[src/rtl/bf_radix2_pipe.sv]
// Radix-2 DIT butterfly Y0=A+B, Y1=(A-B)*W; BF_RADIX2_SAT_EN selects saturation over wrap on overflow.
// Latency: 3 register stages, so out_valid rises on the third rising edge counting the accepting edge.
// Backpressure: a single global enable stalls every stage while out_valid & ~out_ready; in_ready equals that enable.
module bf_radix2_pipe #(
   parameter int DATA_W = 16,
   parameter int FRAC_W = 8,
   parameter int TW_W   = 16
) (
   input  logic              clk,
   input  logic              rst_n,
   input  logic              in_valid,
   output logic              in_ready,
   input  logic [DATA_W-1:0] A_re,
   input  logic [DATA_W-1:0] A_im,
   input  logic [DATA_W-1:0] B_re,
   input  logic [DATA_W-1:0] B_im,
   input  logic [TW_W-1:0]   W_re,
   input  logic [TW_W-1:0]   W_im,
   input  logic              scale,
   output logic              out_valid,
   input  logic              out_ready,
   output logic [DATA_W-1:0] Y0_re,
   output logic [DATA_W-1:0] Y0_im,
   output logic [DATA_W-1:0] Y1_re,
   output logic [DATA_W-1:0] Y1_im,
   output logic              ovf,
   input  logic              ovf_clr
);
   localparam int SW = DATA_W + 1;
   localparam int PW = DATA_W + TW_W + 1;
   localparam int RW = PW + 2;
   localparam logic signed [RW-1:0] MAXV = {{(RW-DATA_W+1){1'b0}}, {(DATA_W-1){1'b1}}};
   localparam logic signed [RW-1:0] MINV = ~MAXV;
   localparam logic signed [RW-1:0] RND0 = RW'(2**(FRAC_W-1));
   localparam logic signed [RW-1:0] RND1 = RW'(2**FRAC_W);

   // Returns {overflow, fitted DATA_W result}
   function automatic logic [DATA_W:0] fit(input logic signed [RW-1:0] v);
      logic              o;
      logic [DATA_W-1:0] d;
      o = (v > MAXV) || (v < MINV);
      d = v[DATA_W-1:0];
`ifdef BF_RADIX2_SAT_EN
      if (o) d = v[RW-1] ? MINV[DATA_W-1:0] : MAXV[DATA_W-1:0];
`endif
      return {o, d};
   endfunction

   logic en;
   assign en       = out_ready | ~out_valid;
   assign in_ready = en;

   logic                   v1, sc1;
   logic signed [SW-1:0]   s1_re, s1_im, d1_re, d1_im;
   logic signed [TW_W-1:0] w1_re, w1_im;

   always_ff @(posedge clk or negedge rst_n) begin
      if (!rst_n) begin
         v1 <= 1'b0; sc1 <= 1'b0;
         s1_re <= '0; s1_im <= '0; d1_re <= '0; d1_im <= '0;
         w1_re <= '0; w1_im <= '0;
      end else if (en) begin
         v1    <= in_valid;
         sc1   <= scale;
         s1_re <= SW'($signed(A_re)) + SW'($signed(B_re));
         s1_im <= SW'($signed(A_im)) + SW'($signed(B_im));
         d1_re <= SW'($signed(A_re)) - SW'($signed(B_re));
         d1_im <= SW'($signed(A_im)) - SW'($signed(B_im));
         w1_re <= $signed(W_re);
         w1_im <= $signed(W_im);
      end
   end

   logic signed [PW-1:0] p_xc, p_ys, p_xs, p_yc;
   assign p_xc = PW'(d1_re) * PW'(w1_re);
   assign p_ys = PW'(d1_im) * PW'(w1_im);
   assign p_xs = PW'(d1_re) * PW'(w1_im);
   assign p_yc = PW'(d1_im) * PW'(w1_re);

   logic                 v2, sc2;
   logic signed [SW-1:0] s2_re, s2_im;
   logic signed [PW-1:0] xc, ys, xs, yc;

   always_ff @(posedge clk or negedge rst_n) begin
      if (!rst_n) begin
         v2 <= 1'b0; sc2 <= 1'b0; s2_re <= '0; s2_im <= '0;
         xc <= '0; ys <= '0; xs <= '0; yc <= '0;
      end else if (en) begin
         v2    <= v1;
         sc2   <= sc1;
         s2_re <= s1_re;
         s2_im <= s1_im;
         xc    <= p_xc;
         ys    <= p_ys;
         xs    <= p_xs;
         yc    <= p_yc;
      end
   end

   // Combine, round half-up, then range check on the wide value
   logic signed [RW-1:0] re_w, im_w, r1_re, r1_im, r0_re, r0_im;
   logic [DATA_W:0]      f0_re, f0_im, f1_re, f1_im;
   logic                 beat_ovf;

   assign re_w  = RW'(xc) - RW'(ys);
   assign im_w  = RW'(xs) + RW'(yc);
   assign r1_re = sc2 ? ((re_w + RND1) >>> (FRAC_W+1)) : ((re_w + RND0) >>> FRAC_W);
   assign r1_im = sc2 ? ((im_w + RND1) >>> (FRAC_W+1)) : ((im_w + RND0) >>> FRAC_W);
   assign r0_re = sc2 ? ((RW'(s2_re) + RW'(1)) >>> 1) : RW'(s2_re);
   assign r0_im = sc2 ? ((RW'(s2_im) + RW'(1)) >>> 1) : RW'(s2_im);
   assign f0_re = fit(r0_re);
   assign f0_im = fit(r0_im);
   assign f1_re = fit(r1_re);
   assign f1_im = fit(r1_im);
   assign beat_ovf = f0_re[DATA_W] | f0_im[DATA_W] | f1_re[DATA_W] | f1_im[DATA_W];

   logic ovf_evt;

   always_ff @(posedge clk or negedge rst_n) begin
      if (!rst_n) begin
         out_valid <= 1'b0;
         Y0_re <= '0; Y0_im <= '0; Y1_re <= '0; Y1_im <= '0;
         ovf_evt <= 1'b0;
         ovf     <= 1'b0;
      end else begin
         if (en) begin
            out_valid <= v2;
            if (v2) begin
               Y0_re <= f0_re[DATA_W-1:0];
               Y0_im <= f0_im[DATA_W-1:0];
               Y1_re <= f1_re[DATA_W-1:0];
               Y1_im <= f1_im[DATA_W-1:0];
            end
         end
         // One-cycle pulse so ovf rises the cycle after the overflowing beat lands
         ovf_evt <= en & v2 & beat_ovf;
         ovf     <= ovf_evt | (ovf & ~ovf_clr);
      end
   end
endmodule

[config.mk]
export PLATFORM = sky130hd
export DESIGN_NAME = bf_radix2_pipe
export DESIGN_NICKNAME = d
export VERILOG_FILES = /design/src/rtl/bf_radix2_pipe.sv
export SDC_FILE = /design/constraint.sdc
export NUM_CORES = 2
export LEC_CHECK = 0
export CAP_MARGIN = 20
export CORE_MARGIN = 8
export CORE_UTILIZATION = 45
export DETAILED_ROUTE_END_ITERATION = 16
export PLACE_DENSITY = 0.74
export RECOVER_POWER = 50
export SYNTH_ARGS = -nofsm -noshare
export SYNTH_HDL_FRONTEND = slang
export SYNTH_SLANG_ARGS = --single-unit
[constraint.sdc]
create_clock -name clk -period 6.85 [get_ports clk]
set_input_delay 1.37 -clock clk [delete_from_list [all_inputs] [get_ports clk]]
set_output_delay 1.37 -clock clk [all_outputs]
set_load 0.01 [all_outputs]
* After elaboration in Yosys (flattened, before gate mapping)
Cells that the tools add are included.
Word-level totals: register bits 337, bits in latches 0, bits in writable memories 0, ROM bits 0, input bits 102, output and inout port bits 67, logic and storage cells 66, memories kept 0
Cells by class: $add $sub $neg 12, multipliers 4, divide/modulo/power cells 0, order comparisons 8, equal/unequal tests 0, shift-type cells 0, multiplexer cells 4, bitwise gates (word level) 10, reductions and logical operators 5
Operators by type and width (count):
- 35-bit by 16-bit greater-than comparator with 1-bit output, second input constant | 4
- 35-bit by 16-bit less-than comparator with 1-bit output, second input constant | 4
- 35-bit two-way mux | 4
- 17-bit by 16-bit multiplier with 33-bit output | 4
- 34-bit by 10-bit adder with 35-bit output, second input constant | 2
- 34-bit by 9-bit adder with 35-bit output, second input constant | 2
- 17-bit by 2-bit adder with 18-bit output, second input constant | 2
- 16-bit by 16-bit adder with 17-bit output | 2
- 33-bit by 33-bit adder with 34-bit output | 1
- 16-bit by 16-bit subtractor with 17-bit output | 2
- 33-bit by 33-bit subtractor with 34-bit output | 1
- 1-bit OR | 5
- 1-bit logical OR | 4
- 1-bit bitwise AND | 3
- 1-bit inverter | 2
- 2-bit AND reduction | 1

* Logic depth before layout (Yosys ltp)
word-level depth 8, gate-level depth with buffers 29, depth with buffers taken out 28

* Least setup slack after synthesis
OpenSTA, ideal clock, no wires.
path type flip-flop to flip-flop, start point register w1_re[14], end point register yc[32], library setup time 137 ps, arrival time 6890 ps, required time 6713 ps, setup slack -177 ps, cell stages (with the launch flop) 27, path buffers 2, clock period less this slack 7027 ps, cells stage by stage dfrtp_1 > clkbuf_1 > clkbuf_1 > nand2_1 > fa_1 > fa_1 > inv_1 > fa_1 > inv_1 > fa_1 > fa_1 > inv_1 > fa_1 > ha_1 > a21o_1 > a21o_1 > a21oi_1 > nor3b_1 > a211oi_1 > a21o_1 > nand2_1 > o41ai_1 > o21ai_0 > or4_1 > a31oi_1 > xnor2_1 > a21oi_1
On the way: longest elaborated chain between the ends 1
RTL lines:
- start, declared | RTL line 55 | logic signed [TW_W-1:0] w1_re, w1_im;
- start signal, assigned | RTL line 69 | w1_re <= $signed(W_re);
- 17-bit by 16-bit multiplier with 33-bit output | RTL line 78 | assign p_yc = PW'(d1_im) * PW'(w1_re);
- end signal, assigned | RTL line 96 | yc <= p_yc;
- end, declared | RTL line 82 | logic signed [PW-1:0] xc, ys, xs, yc;
Every way passes these cells. A chain may end at the register's enable or synchronous reset.

* Final worst setup path
start point register w1_im[3], end point register xs[29]
On the way: longest elaborated chain between the ends 1
RTL lines:
- start, declared | RTL line 55
- start signal, assigned | RTL line 70 | w1_im <= $signed(W_im);
- 17-bit by 16-bit multiplier with 33-bit output | RTL line 77 | assign p_xs = PW'(d1_re) * PW'(w1_im);
- end signal, assigned | RTL line 95 | xs <= p_xs;
- end, declared | RTL line 82
Every way passes these cells.

==> flow_summary.json <==
{
  "top_usage_layer": "met2",
  "min_to": "ovf",
  "rsz0062_at_grt": "true",
  "die_area_um2": 151000,
  "min_path_type": "reg -> reg",
  "dp_hpwl_um": 149000,
  "synth_area_leaders": "fa_1 (36%), dfrtp_1 (13%), ha_1 (9.4%)",
  "layout_worst_path_cycle_share_pct": 98.5,
  "max_freq_mhz": 148,
  "wl_um": 184000,
  "required_ps": 7350,
  "num_vias": 50478,
  "path_depth": 24,
  "cts_buffer_depth": 3,
  "cts.sinks": 335,
  "core_um2": 137000,
  "grtUsageTotal_pct": 23.9,
  "worstMarginPinSlew_ps": 4710,
  "grtUsageMet1_pct": 31.2,
  "synth-seq-cells": 335,
  "ys_seq_area_share_pct": 13.4,
  "critical-path-top-delay-family": "adder cells",
  "slowest_stage": "fa_1",
  "synth_edf_count": 0,
  "met3_usage_pct": 4.82,
  "antenna_found_initial": 10,
  "cp_max_fo": 9,
  "rows": 136,
  "violations": "capacitance limit, slew limit",
  "rrSetupSlack_ps": 100,
  "reg2reg_from": "w1_im[3]",
  "r2r_end": "xs[29]",
  "slowest_delay_ps": 530,
  "finalNetCount": 9132,
  "path_buf_inv": 6,
  "status": "finished, violations left",
  "grt_pass1_wl_um": 289000,
  "insertion_delay_ps": 650,
  "die_h_um": 388,
  "viasPerCell": 5.43,
  "crit_top_cell": "fa_1",
  "drive_gt1_share_pct": 10.8,
  "initial_core_util_pct": 45.4,
  "cts_buffers": 46,
  "hp-start": "ovf_evt",
  "grt_util_met2_pct": 38.9,
  "netlist_area_um2": 62400,
  "gp_congestion": 0.955,
  "crit_type": "reg -> reg",
  "area_growth_pct": 15.3,
  "first_pass_iters": 7,
  "layout_common_cells": "inv_1 (1267), fa_1 (1098), nand2_1 (1095)",
  "final_antenna_net_count": 0,
  "die_w_um": 388,
  "htreeDepth": 2,
  "reg2reg_depth": 24,
  "finalNonFillerCells": 9289,
  "ys_types": 110,
  "grt_pass1_vias": 52227,
  "fin_skew_ps": 42.8,
  "synth_top_area_share_pct": 35.6,
  "critPathLaunchType": "register",
  "synthCells": 7106,
  "holdPathStages": 1,
  "ys_async_sr_fraction_pct": 100,
  "period_needed_ps": 6750,
  "clk_pin_slew_ps": 70,
  "ios": 169,
  "yosysWarningCount": 0,
  "grt_overflow": 0,
  "grt_max_degree": 192,
  "drt_iter0_drc": 3955,
  "root_buffer": "clkbuf_16",
  "portBuffers": 168,
  "crit_chain": "buf_12 -> buf_4 -> and2_1 -> fa_2 -> buf_4 -> fa_1 -> inv_1 -> fa_1 -> inv_1 -> fa_1 -> fa_1 -> fa_1 -> ha_1 -> a21oi_2 -> nor3b_2 -> o211ai_1 -> o2111ai_2 -> a21oi_2 -> o21a_1 -> o41a_1 -> a221o_1 -> buf_4 -> xnor2_2 -> a21oi_1",
  "crit_path_end_kind": "register",
  "synth_nets": 8786,
  "finalSetupViolations": 0,
  "dp_cells": 9119,
  "max_slew_margin_pct": -214,
  "yosys.area.top_type": "fa_1",
  "cts_tree": "yes",
  "final_common_cell": "inv_1",
  "finalHoldViolCount": 0,
  "syn_area_per_cell_um2": 8.78,
  "maxCapViolCount": 1,
  "drv_slew": 95,
  "routedWlPerCell_um": 19.8,
  "remaining_drc_errors": 0,
  "critPathArrivalTime_ps": 7250,
  "ctsHoldBuffers": 0,
  "ys.flop_type": "dfrtp_1"
}
-- per-stage QoR --
step	setup TNS [ps]	area [um2]	util (%)	setup slack, ps	hold slack (ps)
after floorplan	-28.1	62400	-	-28.1	404
after global placement	-1440	68400	49.7	-205	426
after detailed placement	-2220	68400	49.7	-246	440
after CTS	0	70300	51.1	1.40	454
after global routing	-882	71900	52.3	-143	467
final	0	71900	52.3	104	453
-- worst max path at each step --
stage / endpoint / slack, ps / start
after floorplan: yc[32] / -30 / w1_re[14]
after global placement: yc[31] / -200 / d1_im[4]
after detailed placement: yc[31] / -250 / d1_im[4]
after CTS: ys[29] / 1 / w1_im[4]
after global routing: xs[31] / -140 / w1_im[4]
final: xs[29] / 100 / w1_im[3]
-- cell usage after synthesis (10+ instances only) --
library cell  count
inv_1          1288
nand2_1        1118
fa_1           1108
ha_1            470
and2_1          439
dfrtp_1         335
clkbuf_1        315
a21oi_1         308
nor2_1          276
o21ai_0         248
xnor2_1         206
nand2b_1         93
a21o_1           91
xor2_1           82
nand3_1          81
nor3_1           52
o21bai_1         47
and3_1           44
a211oi_1         42
nand4_1          37
o31ai_1          33
a31oi_1          29
or3_1            24
mux2i_1          20
nor4_1           20
nor2b_1          17
buf_1            16
a211o_1          15
o21a_1           15
and4_1           14
o211ai_1         13
nor3b_1          11
a21boi_0         10
-- state kept, by name, indices dropped and copies added, names as in the netlist, 17 cells and up --
| signal | cells |
|---|---|
| s1_re | 17 |
| xs | 33 |
| s1_im | 17 |
| ys | 33 |
| s2_re | 17 |
| s2_im | 17 |
| xc | 33 |
| yc | 33 |
-- final cells by class --
cell class,instances,area (um2)
Multi-Input combinational cell,5139,48600
Tap cell,1794,2240
Antenna cell,6,15.0
Clock buffer,60,1290
Sequential cell,335,8440
Clock inverter,25,313
Fill cell,12132,65600
Timing Repair Buffer,641,6160
Inverter,1289,4850
-- timing repair --
action                     in CTS  in global routing
setup endpoints to repair      21                 29
buffers inserted                9                 65
hold endpoints to repair        0                  0
pin swaps                      16                142
gates resized for setup        58                237
gates cloned                    1                  6
-- kinds of logic (layout without fill, tap and decap cells) --
| family | Yosys count | count (layout) | synth area share (%) |
|---|---|---|---|
| adder cells (fa/ha/maj) | 1578 | 1578 | 45.0 |
| AND/OR/NAND/NOR | 2295 | 2295 | 17.5 |
| other | 0 | 6 | 0 |
| AO/OA/AOI/OAI | 952 | 952 | 9.61 |
| flip-flops | 335 | 335 | 13.4 |
| buffers and inverters | 1632 | 2015 | 9.95 |
| multiplexers | 25 | 25 | 0.415 |
| XOR/XNOR | 289 | 289 | 4.07 |
-- metal layers --
metal	vias up	share of wire, %	wire length (um)
met1	25244	40	73900
li1	22738	-	-
met2	2034	46	85200
met3	456	8.4	15400
met4	6	5.2	9640
met5	-	0.024	44
Power is not shown: default switching activity piles up to over one toggle a cycle in this logic, so the estimate is an artifact.
